`src/rtl/instr_decode.sv`:
```
// Instruction decode stage: issues data ops to the execution unit and resolves
// control flow (jump, conditional jump, yield, halt) toward the fetch stage.
module instr_decode #(
  parameter int          N_THREADS = 16,
  parameter int          INSTR_LEN = 16,
  parameter int          IADDR_LEN = 10,
  parameter int          N_STAGES  = 4,
  parameter logic [1:0]  TS_IDLE   = 2'b00,
  localparam int         TW        = (N_THREADS > 1) ? $clog2(N_THREADS) : 1
) (
  input  logic                 CLK,
  input  logic                 RESET_N,
  input  logic [N_STAGES-1:0]  stage_allow,
  input  logic [INSTR_LEN-1:0] instruction,
  input  logic [TW-1:0]        thread_num,
  input  logic                 cond_flag,
  input  logic                 eu_ready,
  output logic                 eu_valid,
  output logic [2:0]           eu_op,
  output logic [11:0]          eu_operand,
  output logic                 INVALIDATE,
  output logic                 INSTR_WAIT,
  output logic                 EXECUTED,
  output logic                 JUMP,
  output logic [IADDR_LEN-1:0] jump_addr,
  output logic                 NEXT_THREAD,
  output logic                 ts_wr_en,
  output logic [TW-1:0]        ts_wr_num,
  output logic [1:0]           ts_wr,
  output logic                 err
);

  typedef enum logic [1:0] {RUN, WAIT_EU, SWITCH} state_e;

  state_e               state_q, state_d;
  logic [INSTR_LEN-1:0] hold_q, hold_d;
  logic [TW-1:0]        holdThr_q, holdThr_d;
  logic                 euValid_q, euValid_d;
  logic [2:0]           euOp_q, euOp_d;
  logic [11:0]          euOperand_q, euOperand_d;
  logic                 inval_q, inval_d;
  logic                 iwait_q, iwait_d;
  logic                 exec_q, exec_d;
  logic                 jump_q, jump_d;
  logic [IADDR_LEN-1:0] jaddr_q, jaddr_d;
  logic                 next_q, next_d;
  logic                 tsEn_q, tsEn_d;
  logic [TW-1:0]        tsNum_q, tsNum_d;
  logic [1:0]           tsWr_q, tsWr_d;
  logic                 err_q, err_d;

  logic [3:0]  opcode, holdOpc;
  logic [11:0] operand;
  logic        unused_stage;

  assign opcode       = instruction[INSTR_LEN-1 -: 4];
  assign operand      = instruction[11:0];
  assign holdOpc      = hold_q[INSTR_LEN-1 -: 4];
  assign unused_stage = ^{stage_allow[N_STAGES-1:2], stage_allow[0]};

  always_comb begin
    state_d     = state_q;
    hold_d      = hold_q;
    holdThr_d   = holdThr_q;
    euValid_d   = 1'b0;
    euOp_d      = euOp_q;
    euOperand_d = euOperand_q;
    inval_d     = 1'b0;
    iwait_d     = 1'b0;
    exec_d      = 1'b0;
    jump_d      = 1'b0;
    jaddr_d     = jaddr_q;
    next_d      = 1'b0;
    tsEn_d      = 1'b0;
    tsNum_d     = tsNum_q;
    tsWr_d      = tsWr_q;
    err_d       = err_q;

    unique case (state_q)
      RUN: begin
        if (stage_allow[1]) begin
          unique case (opcode)
            4'd0: exec_d = 1'b1;
            4'd1, 4'd2, 4'd3, 4'd4, 4'd5, 4'd6, 4'd7: begin
              if (eu_ready) begin
                euValid_d   = 1'b1;
                euOp_d      = opcode[2:0];
                euOperand_d = operand;
                exec_d      = 1'b1;
              end else begin
                hold_d  = instruction;
                iwait_d = 1'b1;
                state_d = WAIT_EU;
              end
            end
            default: begin
              // Not-taken JMPC behaves as NOP; everything else flushes fetch
              // and finishes in SWITCH using the held word and thread.
              if (opcode == 4'd9 && !cond_flag) begin
                exec_d = 1'b1;
              end else begin
                hold_d    = instruction;
                holdThr_d = thread_num;
                inval_d   = 1'b1;
                state_d   = SWITCH;
                if (opcode >= 4'd12) err_d = 1'b1;
              end
            end
          endcase
        end
      end
      WAIT_EU: begin
        if (euValid_q && eu_ready) err_d = 1'b1;
        if (eu_ready) begin
          euValid_d   = 1'b1;
          euOp_d      = holdOpc[2:0];
          euOperand_d = hold_q[11:0];
          exec_d      = 1'b1;
          state_d     = RUN;
        end else begin
          iwait_d = 1'b1;
        end
      end
      SWITCH: begin
        next_d  = 1'b1;
        state_d = RUN;
        unique case (holdOpc)
          4'd8, 4'd9: begin
            jump_d  = 1'b1;
            jaddr_d = hold_q[IADDR_LEN-1:0];
          end
          4'd10: exec_d = 1'b1;
          default: begin
            tsEn_d  = 1'b1;
            tsNum_d = holdThr_q;
            tsWr_d  = TS_IDLE;
          end
        endcase
      end
      default: state_d = RUN;
    endcase
  end

  always_ff @(posedge CLK or negedge RESET_N) begin
    if (!RESET_N) begin
      state_q     <= RUN;
      hold_q      <= '0;
      holdThr_q   <= '0;
      euValid_q   <= 1'b0;
      euOp_q      <= '0;
      euOperand_q <= '0;
      inval_q     <= 1'b0;
      iwait_q     <= 1'b0;
      exec_q      <= 1'b0;
      jump_q      <= 1'b0;
      jaddr_q     <= '0;
      next_q      <= 1'b0;
      tsEn_q      <= 1'b0;
      tsNum_q     <= '0;
      tsWr_q      <= '0;
      err_q       <= 1'b0;
    end else begin
      state_q     <= state_d;
      hold_q      <= hold_d;
      holdThr_q   <= holdThr_d;
      euValid_q   <= euValid_d;
      euOp_q      <= euOp_d;
      euOperand_q <= euOperand_d;
      inval_q     <= inval_d;
      iwait_q     <= iwait_d;
      exec_q      <= exec_d;
      jump_q      <= jump_d;
      jaddr_q     <= jaddr_d;
      next_q      <= next_d;
      tsEn_q      <= tsEn_d;
      tsNum_q     <= tsNum_d;
      tsWr_q      <= tsWr_d;
      err_q       <= err_d;
    end
  end

  assign eu_valid    = euValid_q;
  assign eu_op       = euOp_q;
  assign eu_operand  = euOperand_q;
  assign INVALIDATE  = inval_q;
  assign INSTR_WAIT  = iwait_q;
  assign EXECUTED    = exec_q;
  assign JUMP        = jump_q;
  assign jump_addr   = jaddr_q;
  assign NEXT_THREAD = next_q;
  assign ts_wr_en    = tsEn_q;
  assign ts_wr_num   = tsNum_q;
  assign ts_wr       = tsWr_q;
  assign err         = err_q;

endmodule

```
`config.mk`:
```
export PLATFORM = sky130hd
export DESIGN_NAME = instr_decode
export DESIGN_NICKNAME = d
export VERILOG_FILES = /design/src/rtl/instr_decode.sv
export SDC_FILE = /design/constraint.sdc
export NUM_CORES = 1
export LEC_CHECK = 0
export ABC_CLOCK_PERIOD_IN_PS = 2200
export CORE_MARGIN = 2
export CORE_UTILIZATION = 40
export DETAILED_ROUTE_END_ITERATION = 7
export DONT_BUFFER_PORTS = 1
export HOLD_SLACK_MARGIN = 0.05
export SKIP_CTS_REPAIR_TIMING = 1
export SLEW_MARGIN = 40
export SYNTH_ARGS = -nofsm -noshare
export SYNTH_HDL_FRONTEND = slang
export SYNTH_SLANG_ARGS = --single-unit
export TNS_END_PERCENT = 30
```
`constraint.sdc`:
```
create_clock -name CLK -period 2.2 [get_ports CLK]
set_input_delay 0.11 -clock CLK [delete_from_list [all_inputs] [get_ports CLK]]
set_output_delay 0.11 -clock CLK [all_outputs]
set_load 0.02 [all_outputs]
```
==> impl_summary.log, run 1 <==
[metrics] total placed cells including tap cells: between 200 and 250
[metrics] initial core utilization: 41.7%
[metrics] Hold Crit Depth: 2
[metrics] site row count: 28
[metrics] delay of the slowest critical-path stage: 640 ps
[metrics] cell area after synthesis: between 0.002 and 0.0025 mm^2
[metrics] cells after synthesis: between 150 and 200
[metrics] RSZ-0062 raised after global routing: no
[metrics] data arrival time of the worst path: ~2200 ps
[metrics] Routed met1 length: 2190 um
[metrics] final period utilization: around 90%
[metrics] Avg WL per Cell: 18.5 um
[metrics] combined area of the multi-input logic cells: about 950 um^2
[metrics] Worst Hold Endpoint: eu_operand[10]
[metrics] worst-margin pin slew: 680 ps
[metrics] DRT iter0 DRCs: 57
[metrics] maximum level of the CTS H-tree: 3
[metrics] layout overhead on the synthesized area: 22.2%
[metrics] antenna violations before repair: 0
[metrics] dominant cells by area after synthesis: sky130_fd_sc_hd__dfrtp_1 59%, sky130_fd_sc_hd__mux2_2 28%, sky130_fd_sc_hd__a2111oi_4 2.2%, sky130_fd_sc_hd__inv_1 1.1%, sky130_fd_sc_hd__buf_4 0.90%
[metrics] RR Startpoint: state_q[0]
[metrics] FILL cells: 505
[metrics] maximum fanout encountered on the critical timing path: 6
[metrics] count of different cell masters after synthesis: 27
[metrics] final wirelength: 5170 um
[metrics] count of unresolved DRC violations after routing: 0
[metrics] run status: complete, no violations
[metrics] required arrival time at the worst endpoint: 2410 ps
[metrics] average via count per standard cell: between 5 and 6
[metrics] antenna diode instance count: 0
[metrics] worst min-delay path category: primary input to flip-flop
[metrics] total clock buffers created by CTS: 9
[metrics] number of search-and-repair iterations in the first detailed-routing pass: 4
[metrics] post-layout minimum cycle time: 1940 ps
[metrics] setup_tns: 0 ps
[metrics] per-instance average area after synthesis: 15.4 um^2
[metrics] number of buffer and inverter stages on the critical path: 1
[metrics] global router's overall resource usage: between 10% and 20%
[metrics] Critical-path top delay cell: sky130_fd_sc_hd__nor4_1
[metrics] maximum vdd ir drop: 612 uV
[metrics] Clock Path Buffers: 2
[metrics] crit path cell chain: nor4_1, a2111oi_0, dlygate4sd3_1
[metrics] highest metal layer with signal wires: met4
[metrics] worst clock skew: 7.23 ps
[metrics] endpoint class of the critical path: flip-flop
[metrics] sequential element share of the synthesized area: 59.1%
[metrics] reg-to-reg critical path endpoint: state_q[0]
[metrics] via count of the first global-routing pass: 1493
[metrics] global placer's final weighted congestion: a little over 0.7
[metrics] category of the critical setup timing path: flip-flop to flip-flop
[metrics] CTS tree: yes
[metrics] layout cells sized above 1: ~44%
[metrics] layout net count: between 200 and 250
[metrics] clock-pin slew on the worst setup and hold paths: 60 ps
[metrics] most frequent cells in the layout: 62 x sky130_fd_sc_hd__mux2_2, 59 x sky130_fd_sc_hd__dfrtp_1, 25 x sky130_fd_sc_hd__dlygate4sd3_1
[metrics] final-report max-slew violation count: 0
[metrics] Yosys reg bits: 59
[metrics] # setup viols final: 0
[metrics] timing-limited maximum frequency: 516 MHz
[metrics] clock tree root buffer cell: sky130_fd_sc_hd__clkbuf_8
[metrics] Hold Violations, Final: 0
[metrics] leading cell type in the layout, fill and taps excluded: sky130_fd_sc_hd__mux2_2
[metrics] storage element area: around 0.0015 mm^2
[metrics] wire length of the first global-routing pass: ~8000 um
[metrics] share of Yosys cell area claimed by the top area cell type: 59.1%
[metrics] IO Pins: 67
[metrics] post-route non-filler standard cell count: about 280
[metrics] Yosys warning total: 0
[metrics] sort of element at the start of the critical path: flip-flop
[metrics] cell taking the most area after synthesis: sky130_fd_sc_hd__dfrtp_1
[metrics] R2R setup slack: 260 ps
[metrics] pin count of the biggest net entering global routing: 60
[metrics] Lkg Pwr: 1.31 nW
[metrics] Die X-Extent: 83.0 um
[metrics] met3 WL: about 330 um
[metrics] Maximum Capacitance Violations: 0
[metrics] crit-path leading delay family: simple AND/OR/NAND/NOR gates
[metrics] worst r2r path cells: 3
[metrics] max_slew headroom: 54.3%
[metrics] worst hold start: instruction[10]
[metrics] die outline height: 83.0 um
[metrics] via count: 1454
[metrics] number of nets with antenna violations after detailed routing: 0
[metrics] floorplan die area: 0.00689 mm^2
[metrics] remaining global-route overflow: 0
[metrics] DR WL met2: 2550 um
[metrics] count of clock tree sinks: 59
[metrics] total power density per cell area: 1060 mW/mm^2
[metrics] count of input and output buffers: 0
[metrics] Skew-Pair Late Insertion Delay: ~330 ps
[metrics] DPL Wire Length: 3350 um
[metrics] Floorplan Core Area: 0.00599 mm^2
## final cells by class
| class | count | share of cell area [%] |
|---|---|---|
| clock buffers | 14 | 5.33 |
| clock inverters | 2 | 0.328 |
| inverters | 7 | 0.861 |
| multi-input cells | 89 | 31.2 |
| flip-flops and latches | 59 | 48.4 |
| well taps | 75 | 3.08 |
| repair buffers | 33 | 10.8 |
## kinds of logic (layout without fill, tap and decap cells)
| family | after synthesis | after routing | synth area share (%) |
|---|---|---|---|
| buffers and inverters | 15 | 56 | 3.16 |
| other | 1 | 2 | 0.150 |
| muxes | 63 | 63 | 28.4 |
| AOI/OAI and AO/OA | 11 | 11 | 4.81 |
| and+or+nand+nor | 13 | 13 | 4.31 |
| DFF | 59 | 59 | 59.1 |
## how the worst max path moves through the flow
stage               startpoint    endpoint  slack (ps)  cells past startpoint
floorplan           state_q[1]  hold_q[10]         310                      4
global placement    state_q[1]   hold_q[7]         330                      4
detailed placement  state_q[1]  hold_q[11]         290                      4
CTS                 state_q[1]  hold_q[11]         270                      4
global route        state_q[0]  state_q[0]         170                      3
finish              state_q[0]  state_q[0]         260                      3
## routing by layer
metal  vias up  GRT usage (%)
met5         -              0
met1       744           18.3
met2        49           23.0
li1        651              -
met3        10           7.65
met4         0           8.05
## power breakdown
group          switching [mW]  leakage [nW]  internal (mW)
Sequential              0.486         0.716           1.38
Clock                   0.397        0.0905          0.468
Combinational           0.171         0.502          0.313
Total                    1.05          1.31           2.17
## per-stage QoR
| step | worst slack, ps | area, um^2 | power (mW) | utilization (%) | hold slack [ps] |
|---|---|---|---|---|---|
| floorplan | 310 | 2500 | 2.18 | - | -186 |
| global placement | 327 | 2600 | 2.27 | 43.4 | -184 |
| detailed placement | 288 | 2600 | 2.32 | 43.4 | -184 |
| CTS | 266 | 2770 | 3.21 | 46.3 | -553 |
| global route | 173 | 3050 | 3.42 | 50.9 | 50.1 |
| finish | 264 | 3050 | 3.22 | 50.9 | 60.2 |
## synthesized netlist by cell type
master and n:
sky130_fd_sc_hd__conb_1 1, sky130_fd_sc_hd__buf_4 3, sky130_fd_sc_hd__nand2_1 1, sky130_fd_sc_hd__buf_1 1
sky130_fd_sc_hd__dfrtp_1 59, sky130_fd_sc_hd__o21ai_0 2, sky130_fd_sc_hd__nor4bb_1 1, sky130_fd_sc_hd__buf_2 3
sky130_fd_sc_hd__or3b_4 1, sky130_fd_sc_hd__and3_1 1, sky130_fd_sc_hd__mux2_2 62, sky130_fd_sc_hd__inv_1 7
sky130_fd_sc_hd__a31oi_1 1, sky130_fd_sc_hd__nor4_1 3, sky130_fd_sc_hd__nor2b_1 2, sky130_fd_sc_hd__nand2b_4 1
sky130_fd_sc_hd__or2b_1 1, sky130_fd_sc_hd__a2111oi_4 2, sky130_fd_sc_hd__a22oi_1 1, sky130_fd_sc_hd__a2111oi_0 2
sky130_fd_sc_hd__nor4b_2 1, sky130_fd_sc_hd__o21bai_1 1, sky130_fd_sc_hd__a41oi_1 1, sky130_fd_sc_hd__buf_6 1
sky130_fd_sc_hd__mux2_1 1, sky130_fd_sc_hd__a211oi_1 1, sky130_fd_sc_hd__or3b_1 1
## sequential cells by signal, indices dropped and copies added (netlist names)
signal	flops
hold_q	16
eu_operand	12
jump_addr	10
holdThr_q	4
ts_wr_num	4
eu_op	3
state_q	2
EXECUTED	1
INSTR_WAIT	1
INVALIDATE	1
JUMP	1
NEXT_THREAD	1
err	1
eu_valid	1
ts_wr_en	1
Power figures use the tool's default switching activity.
==> run 2, diff against run 1 <==
--- a/config.mk
+++ b/config.mk
@@ -5,7 +5,7 @@
 export SDC_FILE = /design/constraint.sdc
 export NUM_CORES = 1
 export LEC_CHECK = 0
-export ABC_CLOCK_PERIOD_IN_PS = 2200
+export ABC_CLOCK_PERIOD_IN_PS = 2100
 export CORE_MARGIN = 2
 export CORE_UTILIZATION = 40
 export DETAILED_ROUTE_END_ITERATION = 7
==> constraint.sdc (replaced) <==
create_clock -name CLK -period 2.1 [get_ports CLK]
set_input_delay 0.105 -clock CLK [delete_from_list [all_inputs] [get_ports CLK]]
set_output_delay 0.105 -clock CLK [all_outputs]
set_load 0.02 [all_outputs]
==> run 2 against run 1 <==
  * Maximum frequency grew 1.1%
  * Combinational power up 5.0%
  * Critical path depth up 1
  * Hold slack got worse by 2.9 ps
  * Via count grew 0.69%
  * Clock power shrank 2.4%
  * Register-to-register slack lost 80 ps
  * Critical path type unchanged
  * Die area is the same
  * Sequential share of layout area is 0.46 points higher
  * Critical endpoint is now hold_q[10]
  * Clock skew about the same
  * Clock-buffer cell count shrank 1
  * Non-clock buffer count shrank 1
==> impl_summary.log, run 2 (synthesis results as in run 1) <==
[metrics] leading cell type in the layout, fill and taps excluded: sky130_fd_sc_hd__mux2_2
[metrics] Switching Share: 33.6% (+0.83 points)
[metrics] PnR Total Power: 3.31 mW (+2.9%)
[metrics] # setup viols final: 0 (unchanged)
[metrics] count of unresolved DRC violations after routing: 0 (unchanged)
[metrics] clock-pin slew on the worst setup and hold paths: 60 ps (about the same)
[metrics] wire length of the first global-routing pass: 8020 um (+0.69%)
[metrics] number of search-and-repair iterations in the first detailed-routing pass: 4 (unchanged)
[metrics] Lkg Pwr: 1.29 nW (-1.2%)
[metrics] category of the critical setup timing path: flip-flop to flip-flop
[metrics] number of nets with antenna violations after detailed routing: 0 (unchanged)
[metrics] required arrival time at the worst endpoint: 2310 ps (-100 ps)
[metrics] met2 usage in global routing: 23.8% (+0.73 points)
[metrics] initial core utilization: 41.7% (unchanged)
[metrics] CP Launch Point: state_q[1]
[metrics] post-layout utilization of the core: 50.4% (-0.48 points)
[metrics] delay of the slowest critical-path stage: 470 ps (-170 ps)
[metrics] max_slew headroom: 49.3% (-4.9 points)
[metrics] site row count: 28 (unchanged)
[metrics] register containing the most flip-flops in the final layout: hold_q
[metrics] via count: 1464 (+0.69%)
[metrics] timing-limited maximum frequency: 522 MHz (+1.1%)
[metrics] worst slack at placement: 169 ps (-120 ps)
[metrics] Critical-path top delay cell: sky130_fd_sc_hd__dfrtp_1
[metrics] pin count of the biggest net entering global routing: 60 (unchanged)
[metrics] layout net count: 226 (-0.44%)
[metrics] Skew-Pair Late Insertion Delay: 330 ps (about the same)
[metrics] met3 global-route usage: 6.76% (-0.89 points)
[metrics] global router's overall resource usage: 15.3% (-0.098 points)
[metrics] global placer's final weighted congestion: 0.733 (+1.5%)
[metrics] cell-internal power: 2.20 mW (+1.6%)
[metrics] Hold Violations, Final: 0 (unchanged)
[metrics] setup_tns: 0 ps (unchanged)
[metrics] clock tree root buffer cell: sky130_fd_sc_hd__clkbuf_8
[metrics] antenna diode instance count: 0 (unchanged)
[metrics] combined area of the multi-input logic cells: 951 um^2 (unchanged)
[metrics] via count of the first global-routing pass: 1506 (+0.87%)
[metrics] RSZ-0062 raised after global routing: no
[metrics] average via count per standard cell: 5.27 (+1.0%)
[metrics] final non-filler cell area: 0.00302 mm^2 (-0.94%)
[metrics] RR Startpoint: state_q[1]
[metrics] global route hottest layer: met2
[metrics] Maximum Capacitance Violations: 0 (unchanged)
[metrics] layout overhead on the synthesized area: 21.1%
[metrics] total power density per cell area: 1100 mW/mm^2 (+3.9%)
[metrics] Net Switching: 1.11 mW (+5.5%)
[metrics] crit path cell chain: or3b_4, a2111oi_4, buf_4, mux2_2
[metrics] remaining global-route overflow: 0 (unchanged)
[metrics] fraction of power consumed by combinational cells: 15.3% (+0.3 points)
[metrics] endpoint class of the critical path: flip-flop
[metrics] maximum fanout encountered on the critical timing path: 10 (+4)
[metrics] met1 track utilization from global routing: 18.1% (-0.15 points)
[metrics] worst min-delay path category: primary input to flip-flop
[metrics] part of the power in the clock network: 25.4% (-1.4 points)
[metrics] worst clock skew: 6.83 ps (-0.399 ps)
[metrics] post-layout minimum cycle time: 1910 ps (-21.9 ps)
[metrics] number of flip-flops in the largest register: 16 (unchanged)
[metrics] layout cells sized above 1: 43.3% (-0.28 points)
[metrics] placed cell areas: 0.00260 mm^2 (unchanged)
[metrics] Avg WL per Cell: 19.1 um (+3.4%)
[metrics] Clock Path Buffers: 2 (unchanged)
[metrics] final period utilization: 91.2% (+3.1 points)
[metrics] IO Pins: 67 (unchanged)
[metrics] run status: complete, no violations
[metrics] total clock buffers created by CTS: 9 (unchanged)
[metrics] crit-path leading delay family: flip-flops
[metrics] maximum level of the CTS H-tree: 3 (unchanged)
[metrics] Seq pwr share: 59.2% (+1.1 points)
[metrics] final wirelength: 5320 um (+3.0%)
[metrics] data arrival time of the worst path: 2130 ps (-20 ps)
[metrics] final-report max-slew violation count: 0 (unchanged)
[metrics] worst-margin pin slew: 753 ps (+73.3 ps)
[metrics] CTS tree: yes
[metrics] sort of element at the start of the critical path: flip-flop
[metrics] worst hold start: instruction[2]
[metrics] count of input and output buffers: 0 (unchanged)
[metrics] floorplan die area: 0.00689 mm^2 (unchanged)
[metrics] DPL Wire Length: 3430 um (+2.5%)
[metrics] die outline height: 83.0 um (unchanged)
[metrics] antenna violations before repair: 0 (unchanged)
[metrics] Floorplan Core Area: 0.00599 mm^2 (unchanged)
[metrics] DRT iter0 DRCs: 51 (-11%)
[metrics] count of clock tree sinks: 59 (unchanged)
[metrics] Die X-Extent: 83.0 um (unchanged)
[metrics] most frequent cells in the layout: 62 x sky130_fd_sc_hd__mux2_2, 59 x sky130_fd_sc_hd__dfrtp_1, 24 x sky130_fd_sc_hd__dlygate4sd3_1
[metrics] FILL cells: 515 (+2.0%)
[metrics] maximum vdd ir drop: 496 uV (-19%)
[metrics] number of buffer and inverter stages on the critical path: 1 (unchanged)
[metrics] storage element area: 0.00148 mm^2 (unchanged)
[metrics] worst-case setup margin in the final layout: 186 ps (-78.1 ps)
[run 2: cell count changes in the layout (fill, tap and decap cells not counted)]
cell	previous run	this run
sky130_fd_sc_hd__clkbuf_8	11	9
sky130_fd_sc_hd__clkbuf_1	3	4
sky130_fd_sc_hd__clkinv_2	2	3
sky130_fd_sc_hd__dlygate4sd3_1	25	24
[run 2: power by group through the flow]
stage | Combinational (mW) | Sequential [mW] | Clock [mW]
global route | 0.559 | 2.00 | 0.922
floorplan | 0.381 | 1.90 | 0
CTS | 0.448 | 1.97 | 0.863
detailed placement | 0.444 | 1.99 | 0
global placement | 0.414 | 1.97 | 0
finish | 0.508 | 1.96 | 0.843
[run 2: path summary, 6_finish.rpt]
check,slack (ps),depth (start not counted),to
worst max register to register,190,4,hold_q[10]
worst min register to register,510,1,holdThr_q[1]
worst min-delay path,60,2,eu_operand[2]
min in group asynchronous,360,2,INSTR_WAIT
max in group asynchronous,1490,2,jump_addr[8]
worst max-delay path,190,4,hold_q[10]
[run 2: worst reg2reg max path: stages, from the launching register on]
cell                        delay, ps
sky130_fd_sc_hd__dfrtp_1          470
sky130_fd_sc_hd__or3b_4           460
sky130_fd_sc_hd__a2111oi_4        250
sky130_fd_sc_hd__buf_4            270
sky130_fd_sc_hd__mux2_2           360
[run 2: metal layers]
metal  wire length (um)  share of wire (%)  up-vias
li1                   -                  -      654
met1               2170                 41      742
met2               2670                 50       56
met3                372                7.0       12
met4                109                2.0        0
met5                  0                  0        -
[run 2: per-stage QoR]
stage | hold slack [ps] | instances
after floorplan | -191 | 163
after global placement | -189 | 237
after detailed placement | -189 | 237
after CTS | -550 | 253
after global routing | 50.0 | 278
final | 57.3 | 278
[run 2: area by class of cell]
| type | instances | share of cell area (%) |
|---|---|---|
| Multi-Input combinational cell | 89 | 31.5 |
| Sequential cell | 59 | 48.9 |
| Clock inverter | 3 | 0.497 |
| Tap cell | 75 | 3.11 |
| Timing Repair Buffer | 32 | 10.6 |
| Clock buffer | 13 | 4.60 |
| Inverter | 7 | 0.870 |
